--- src/rtl/imtx.sv ---
// UART transmitter that streams BRAM bytes from addr up to LAST_ADDR as 8N1 frames, LSB first.
// Define IMTX_PARITY_EN to send 8E1 frames (even parity bit after D7).
module imtx #(
  parameter int CLK_FREQ    = 100_000_000,
  parameter int BAUD_RATE   = 115_200,
  parameter int DIV_COUNTER = CLK_FREQ / BAUD_RATE,
  parameter int LAST_ADDR   = 16383,
  parameter int RD_LATENCY  = 1
) (
  input  logic        clk,
  input  logic        reset,
  input  logic        ena,
  input  logic        start,
  input  logic [13:0] addr,
  input  logic [7:0]  dout,
  output logic        TxD,
  output logic        busy,
  output logic        ImTxComplete,
  output logic        ena_imtx,
  output logic [13:0] addr_imtx,
  output logic [2:0]  o_dbg_state
);

`ifdef IMTX_PARITY_EN
  localparam int N = 11;
`else
  localparam int N = 10;
`endif
  localparam int BCW = $clog2(DIV_COUNTER + 1);
  localparam int LCW = $clog2(RD_LATENCY + 1);

  typedef enum logic [2:0] {
    S_IDLE  = 3'd0,
    S_FETCH = 3'd1,
    S_LOAD  = 3'd2,
    S_SEND  = 3'd3,
    S_DONE  = 3'd4
  } state_t;

  state_t           r_state, w_state_nx;
  logic [13:0]      r_addr1, w_addr1_nx;
  logic [N-1:0]     r_shreg, w_shreg_nx;
  logic [3:0]       r_bit, w_bit_nx;
  logic [BCW-1:0]   r_baud, w_baud_nx;
  logic [LCW-1:0]   r_lat, w_lat_nx;
  logic             r_busy, w_busy_nx;
  logic             r_done, w_done_nx;
  logic [N-1:0]     w_frame;

`ifdef IMTX_PARITY_EN
  assign w_frame = {1'b1, ^dout, dout, 1'b0};
`else
  assign w_frame = {1'b1, dout, 1'b0};
`endif

  // start is a single-clock request, accepted only in IDLE with ena high;
  // busy stays high from acceptance until the FSM is back in IDLE.
  always_comb begin
    w_state_nx = r_state;
    w_addr1_nx = r_addr1;
    w_shreg_nx = r_shreg;
    w_bit_nx   = r_bit;
    w_baud_nx  = r_baud;
    w_lat_nx   = r_lat;
    w_busy_nx  = r_busy;
    w_done_nx  = r_done;
    case (r_state)
      S_IDLE: begin
        if (start && ena) begin
          w_addr1_nx = addr;
          w_done_nx  = 1'b0;
          w_busy_nx  = 1'b1;
          w_lat_nx   = '0;
          w_state_nx = S_FETCH;
        end
      end
      S_FETCH: begin
        if (r_lat == LCW'(RD_LATENCY - 1)) begin
          w_lat_nx   = '0;
          w_state_nx = S_LOAD;
        end else begin
          w_lat_nx = r_lat + LCW'(1);
        end
      end
      S_LOAD: begin
        w_shreg_nx = w_frame;
        w_bit_nx   = '0;
        w_baud_nx  = '0;
        w_state_nx = S_SEND;
      end
      S_SEND: begin
        if (r_baud == BCW'(DIV_COUNTER - 1)) begin
          w_baud_nx = '0;
          if (r_bit == 4'(N - 1)) begin
            // End of the stop bit: decide whether another byte follows.
            if (!ena) begin
              w_busy_nx  = 1'b0;
              w_done_nx  = 1'b0;
              w_state_nx = S_IDLE;
            end else if (r_addr1 >= 14'(LAST_ADDR)) begin
              w_state_nx = S_DONE;
            end else begin
              w_addr1_nx = r_addr1 + 14'd1;
              w_lat_nx   = '0;
              w_state_nx = S_FETCH;
            end
          end else begin
            w_shreg_nx = {1'b1, r_shreg[N-1:1]};
            w_bit_nx   = r_bit + 4'd1;
          end
        end else begin
          w_baud_nx = r_baud + BCW'(1);
        end
      end
      S_DONE: begin
        w_done_nx  = 1'b1;
        w_busy_nx  = 1'b0;
        w_state_nx = S_IDLE;
      end
      default: w_state_nx = S_IDLE;
    endcase
  end

  always_ff @(posedge clk) begin
    if (reset) begin
      r_state <= S_IDLE;
      r_addr1 <= addr;
      r_shreg <= '1;
      r_bit   <= '0;
      r_baud  <= '0;
      r_lat   <= '0;
      r_busy  <= 1'b0;
      r_done  <= 1'b0;
    end else begin
      r_state <= w_state_nx;
      r_addr1 <= w_addr1_nx;
      r_shreg <= w_shreg_nx;
      r_bit   <= w_bit_nx;
      r_baud  <= w_baud_nx;
      r_lat   <= w_lat_nx;
      r_busy  <= w_busy_nx;
      r_done  <= w_done_nx;
    end
  end

  assign TxD          = (r_state == S_SEND) ? r_shreg[0] : 1'b1;
  assign busy         = r_busy;
  assign ImTxComplete = r_done;
  assign ena_imtx     = ena;
  assign addr_imtx    = r_addr1;
  assign o_dbg_state  = r_state;

endmodule

--- config.mk ---
export PLATFORM = sky130hd
export DESIGN_NAME = imtx
export DESIGN_NICKNAME = d
export VERILOG_FILES = /design/src/rtl/imtx.sv
export SDC_FILE = /design/constraint.sdc
export NUM_CORES = 1
export LEC_CHECK = 0
export CAP_MARGIN = 20
export CORE_ASPECT_RATIO = 1.2
export CORE_MARGIN = 3
export CORE_UTILIZATION = 45
export CTS_CLUSTER_SIZE = 14
export DETAILED_ROUTE_END_ITERATION = 16
export GPL_ROUTABILITY_DRIVEN = 0
export PLACE_DENSITY = 0.75
export RECOVER_POWER = 100
export SLEW_MARGIN = 20
export SYNTH_ARGS = -nofsm -noshare
export SYNTH_HDL_FRONTEND = slang
export SYNTH_SLANG_ARGS = --single-unit
--- constraint.sdc ---
create_clock -name clk -period 6.98 [get_ports clk]
set_input_delay 1.745 -clock clk [delete_from_list [all_inputs] [get_ports clk]]
set_output_delay 1.745 -clock clk [all_outputs]
set_load 0.03 [all_outputs]
# Word level (Yosys, flattened, before mapping)
# Index checks and enable logic that the tools add are counted.
dict set report word_totals {
  output_inout_bits 21
  ff_bits 44
  in_bits 26
}
dict set report op_classes {
  addsub 4
  eq_ne 19
  n_mux 36
  n_reduce_logical 11
  magnitude_cmp 1
}
# op n
set op_table {}
lappend op_table {{$mux 14} 6}
lappend op_table {{$pmux 10 s2} 2}
lappend op_table {{$mux 10} 3}
lappend op_table {{$pmux 14 s2} 1}
lappend op_table {{$mux 3} 6}
lappend op_table {{$ne 2x2->1 const B} 8}
lappend op_table {{$ne 3x3->1 const B} 5}
lappend op_table {{$add 14x1->14 const B} 1}
lappend op_table {{$ge 14x14->1 const B} 1}
lappend op_table {{$pmux 3 s4} 1}
lappend op_table {{$reduce_and 6->1} 2}
lappend op_table {{$mux 1} 11}
lappend op_table {{$add 10x1->10 const B} 1}
lappend op_table {{$eq 10x10->1 const B} 1}
lappend op_table {{$pmux 1 s3} 3}
lappend op_table {{$reduce_bool 3->1} 3}
lappend op_table {{$mux 4} 2}
lappend op_table {{$pmux 4 s2} 1}
lappend op_table {{$eq 3x2->1 const B} 2}
lappend op_table {{$reduce_and 5->1} 1}
lappend op_table {{$add 4x1->4 const B} 1}
lappend op_table {{$eq 4x4->1 const B} 1}
lappend op_table {{$reduce_and 4->1} 1}
lappend op_table {{$eq 3x1->1 const B} 1}
lappend op_table {{other kinds (6)} 6}

# Longest topological paths before layout
dict set report depth {
  depth_word 7
  mapped_depth 7
}

# Worst setup path before layout
# OpenSTA, ideal clock, no wires.
dict set report synth_timing {
  path_kind {input port to flip-flop}
  from {in start}
  to {reg r_addr1[0], in the netlist addr_imtx[0] (enable)}
  path_slack_ps 3257
  path_buffers 0
  t_required_ps 6573
  setup_ps 407
  stages 3
  arrival_ps 3316
  path_cell_list {a21oi_1 > a221o_1 > o31ai_1}
}
dict set report synth_via {
  elab_chain_cells 3
}
# item line
set synth_lines {}
lappend synth_lines {{start, declared} 13} ;# input logic start,
lappend synth_lines {{$logic_and 1x1->1} 69} ;# if (start && ena) begin
lappend synth_lines {{$ne 3x3->1 (no line)} --}
lappend synth_lines {{$reduce_and 6->1 (no line)} --}
lappend synth_lines {{end signal, assigned} 127} ;# r_addr1 <= addr;
lappend synth_lines {{end signal, assigned} 136} ;# r_addr1 <= w_addr1_nx;
lappend synth_lines {{end, declared} 41} ;# logic [13:0] r_addr1, w_addr1_nx;
# Every way passes these cells.
# A chain may end at the register's enable or synchronous reset.

# Worst setup path in the final report
dict set report layout_timing {
  from {in ena}
  to {out ena_imtx}
}
# item line
set layout_lines {}
lappend layout_lines {{start, declared} 12} ;# input logic ena,
lappend layout_lines {{end, declared} 19} ;# output logic ena_imtx,
# No word-level cell between the ends.

==> flow_summary_export.csv <==
group,metric,value,unit
drt,vias,1929,
power,leakagePower,1.01,nW
logic_synthesis,syn_inst,254,
floorplan,die_x,69.4,µm
floorplan,fp.coreArea,4630,µm²
clock_tree,cts.clk_slew.worst_paths,0.07,ns
placement,dp_cells,348,
timing,rsz0062_at_grt,"no",
logic_synthesis,ys_seq_area_share,45.2,%
critical_path,cp_num_buf_inv,2,
logic_synthesis,yosysTopAreaCellShare,25.8,%
timing,slew_violations,0,
logic_synthesis,synthTopCellsByCount,"nand2_1 (42), nor2_1 (34), dfxtp_1 (28)",
timing,setup_violations,0,
drt,firstDrtPassIters,4,
critical_path,crit_required,5.24,ns
clock_tree,cts_hold_buffers,0,
logic_synthesis,async_flop_share,0,%
power,vdd_drop_max,0.185,mV
power,power_density,287,nW/µm²
critical_path,cp_max_fo,5,
worst_hold_path,hold_class,"flip-flop to flip-flop",
logic_synthesis,yosysMostFrequentCell,"nand2_1",
clock_tree,clock_latency,0.30,ns
drt,vias_per_cell,5.43,
timing,hold_violations,0,
global_routing,grt_pass1_vias,1716,
logic_synthesis,synth_largest_area_cell,"dfxtp_1",
global_routing,grt_usage,17.1,%
placement,placedInstanceArea,2690,µm²
clock_tree,cts_max_path_buffers,2,
logic_synthesis,yosysWarnings,0,
layout,fin_util,59.5,%
logic_synthesis,synth_edf_count,14,
clock_tree,htreeDepth,2,
clock_tree,cts_root_buffer,"clkbuf_8",
drt,routed_wl,4.84,mm
critical_path,path_common_cell,"dlygate4sd3_1",
timing,fin_skew,0.00832,ns
global_routing,grt_max_degree,28,
layout,finalNonFillerCells,355,
layout,nNetsFinal,327,
global_routing,gr-total-overflow,0,
layout,fin_area,2750,µm²
floorplan,initial_core_util,46.9,%
drt,ant_nets,0,
floorplan,ios,47,
logic_synthesis,ys_types,42,
logic_synthesis,syn_avg_cell_area,8.55,µm²
floorplan,die_area,5700,µm²
timing,slew_headroom,27.9,%
critical_path,cp_top_family,"buffers and inverters",
critical_path,crit_path_start_kind,"primary input",
critical_path,crit_arrival,3.16,ns
logic_synthesis,ys.flop_type,"dfxtp_1",
clock_tree,cts_resized,0,
critical_path,r2r.worst_path.cells,5,
global_routing,antenna_found_initial,0,
layout,diodes,0,
clock_tree,cts_buffers,5,
floorplan,fp-row-count,27,
critical_path,critPathCaptureType,"output port",
critical_path,worstPathCellList,"dlygate4sd3_1 -> dlygate4sd3_1",
clock_tree,cts_tree,"built",
logic_synthesis,synth_seq_cells,42,
critical_path,worst_path_max_delay_cell,"dlygate4sd3_1",
worst_hold_path,whs_path_depth,2,
critical_path,critical_path_class,"primary input to output port",
global_routing,grt_pass1_wl,7.80,mm
drt,drc_errors,0,
clock_tree,cts_sinks,42,
logic_synthesis,syn_area,2170,µm²
timing,setup_tns,0,ns
timing,max_freq,204,MHz
layout,layout-drive-gt1-share,4.38,%
drt,post_drt_wl_per_cell,13.6,µm
timing,fin_crit_sh,70.2,%
clock_tree,cts_setup_buffers,0,
logic_synthesis,synthTopCellsByArea,"dfxtp_1 (26%), edfxtp_1 (19%), nand2_1 (7.3%)",
critical_path,cpPeakStageDelay,0.77,ns
logic_synthesis,syn_nets,284,
placement,portBuffers,46,
drt,drtIter0Drc,98,
timing,period_minus_slack,4.90,ns
critical_path,cp.depth,2,
floorplan,die_h,82.1,µm
outcome,status,"completed",
flow_run,max-cap-violations,0,
timing,worst_pin_slew,1.08,ns
layout,syn2layout_area_growth,26.8,%
placement,place_hpwl,3.45,mm
## per-layer routing
metal  part of all wire (%)  up-vias  GRT usage, %  routed length, µm
li1                       -      978             -                  -
met4                    1.5        0          6.64                 73
met3                    7.0        6          5.14                338
met2                     47       58          29.7               2270
met1                     45      887          20.1               2150
met5                      0        -             0                  0
## cell usage in the layout (no fill, tap or decap), drive strengths merged, types with 2 or more instances in the layout
master	Yosys	routed
edfxtp	14	14
nand4	3	3
xnor2	6	6
o31ai	2	2
o21ai	8	8
ha	4	4
mux2i	3	3
and3	3	3
nor2	35	35
xor2	12	12
or3	2	2
nor3	12	12
a31oi	4	4
and2	4	4
clkinv	0	2
nand2b	2	2
inv	6	6
mux2	2	2
dlygate4sd3	0	23
clkbuf	8	7
a41oi	8	8
clkdlybuf4s50	0	23
dfxtp	28	28
a21oi	17	17
nand2	42	42
nand3	12	12
## layout make-up
| cell class | count | area (µm²) |
|---|---|---|
| repair buffers | 48 | 468 |
| well taps | 58 | 72.6 |
| inverters | 6 | 22.5 |
| fillers | 426 | 1880 |
| clock inverters | 2 | 10.0 |
| multi-input cells | 194 | 1130 |
| clock buffers | 5 | 68.8 |
| flip-flops and latches | 42 | 981 |
## kinds of logic (layout without fill, tap and decap cells)
group                      count (synthesis)  in the layout  share of synthesized area (%)
and+or+nand+nor                          120            120                           25.5
xor gates and xnor gates                  18             18                           7.26
adders and majority gates                  4              4                           2.31
buffers and inverters                     18             61                           3.46
DFF                                       42             42                           45.2
AOI/OAI and AO/OA                         47             47                           13.9
muxes                                      5              5                           2.42
## worst paths after layout
check            startpoint            to  slack [ns]
max                     ena      ena_imtx        2.08
max reg2reg  o_dbg_state[2]  addr_imtx[7]        3.80
min                    busy          busy        0.46
min reg2reg            busy          busy        0.46
## power by group
part / switching [mW] / leakage (nW) / internal [mW] / total (mW)
Clock: 0.0801 / 0.0438 / 0.0671 / 0.147
Combinational: 0.173 / 0.596 / 0.112 / 0.285
Sequential: 0.0489 / 0.368 / 0.308 / 0.357
Total: 0.302 / 1.01 / 0.487 / 0.789
## per-stage QoR
stage                     hold WS (ns)  setup slack, ns  power [mW]
after floorplan                  0.447             3.26       0.550
after global placement           0.452             2.23       0.656
after detailed placement         0.449             2.22       0.665
after CTS                        0.463             2.21       0.812
after global routing             0.505             2.06       0.834
final                            0.456             2.08       0.789
## flip-flops by register name (all words and copies together) (netlist names)
signal,cells
addr_imtx,14
busy,1
r_bit,4
r_baud,10
r_shreg,9
ImTxComplete,1
o_dbg_state,3
## worst register-to-register path, stage by stage, from the launching register on
cell and delay [ns]:
dfxtp_1 0.55, nand3b_1 0.44, a31oi_1 0.21, a221o_1 0.38
o31ai_1 0.87, clkbuf_1 0.41
Power figures use the tool's default switching activity.
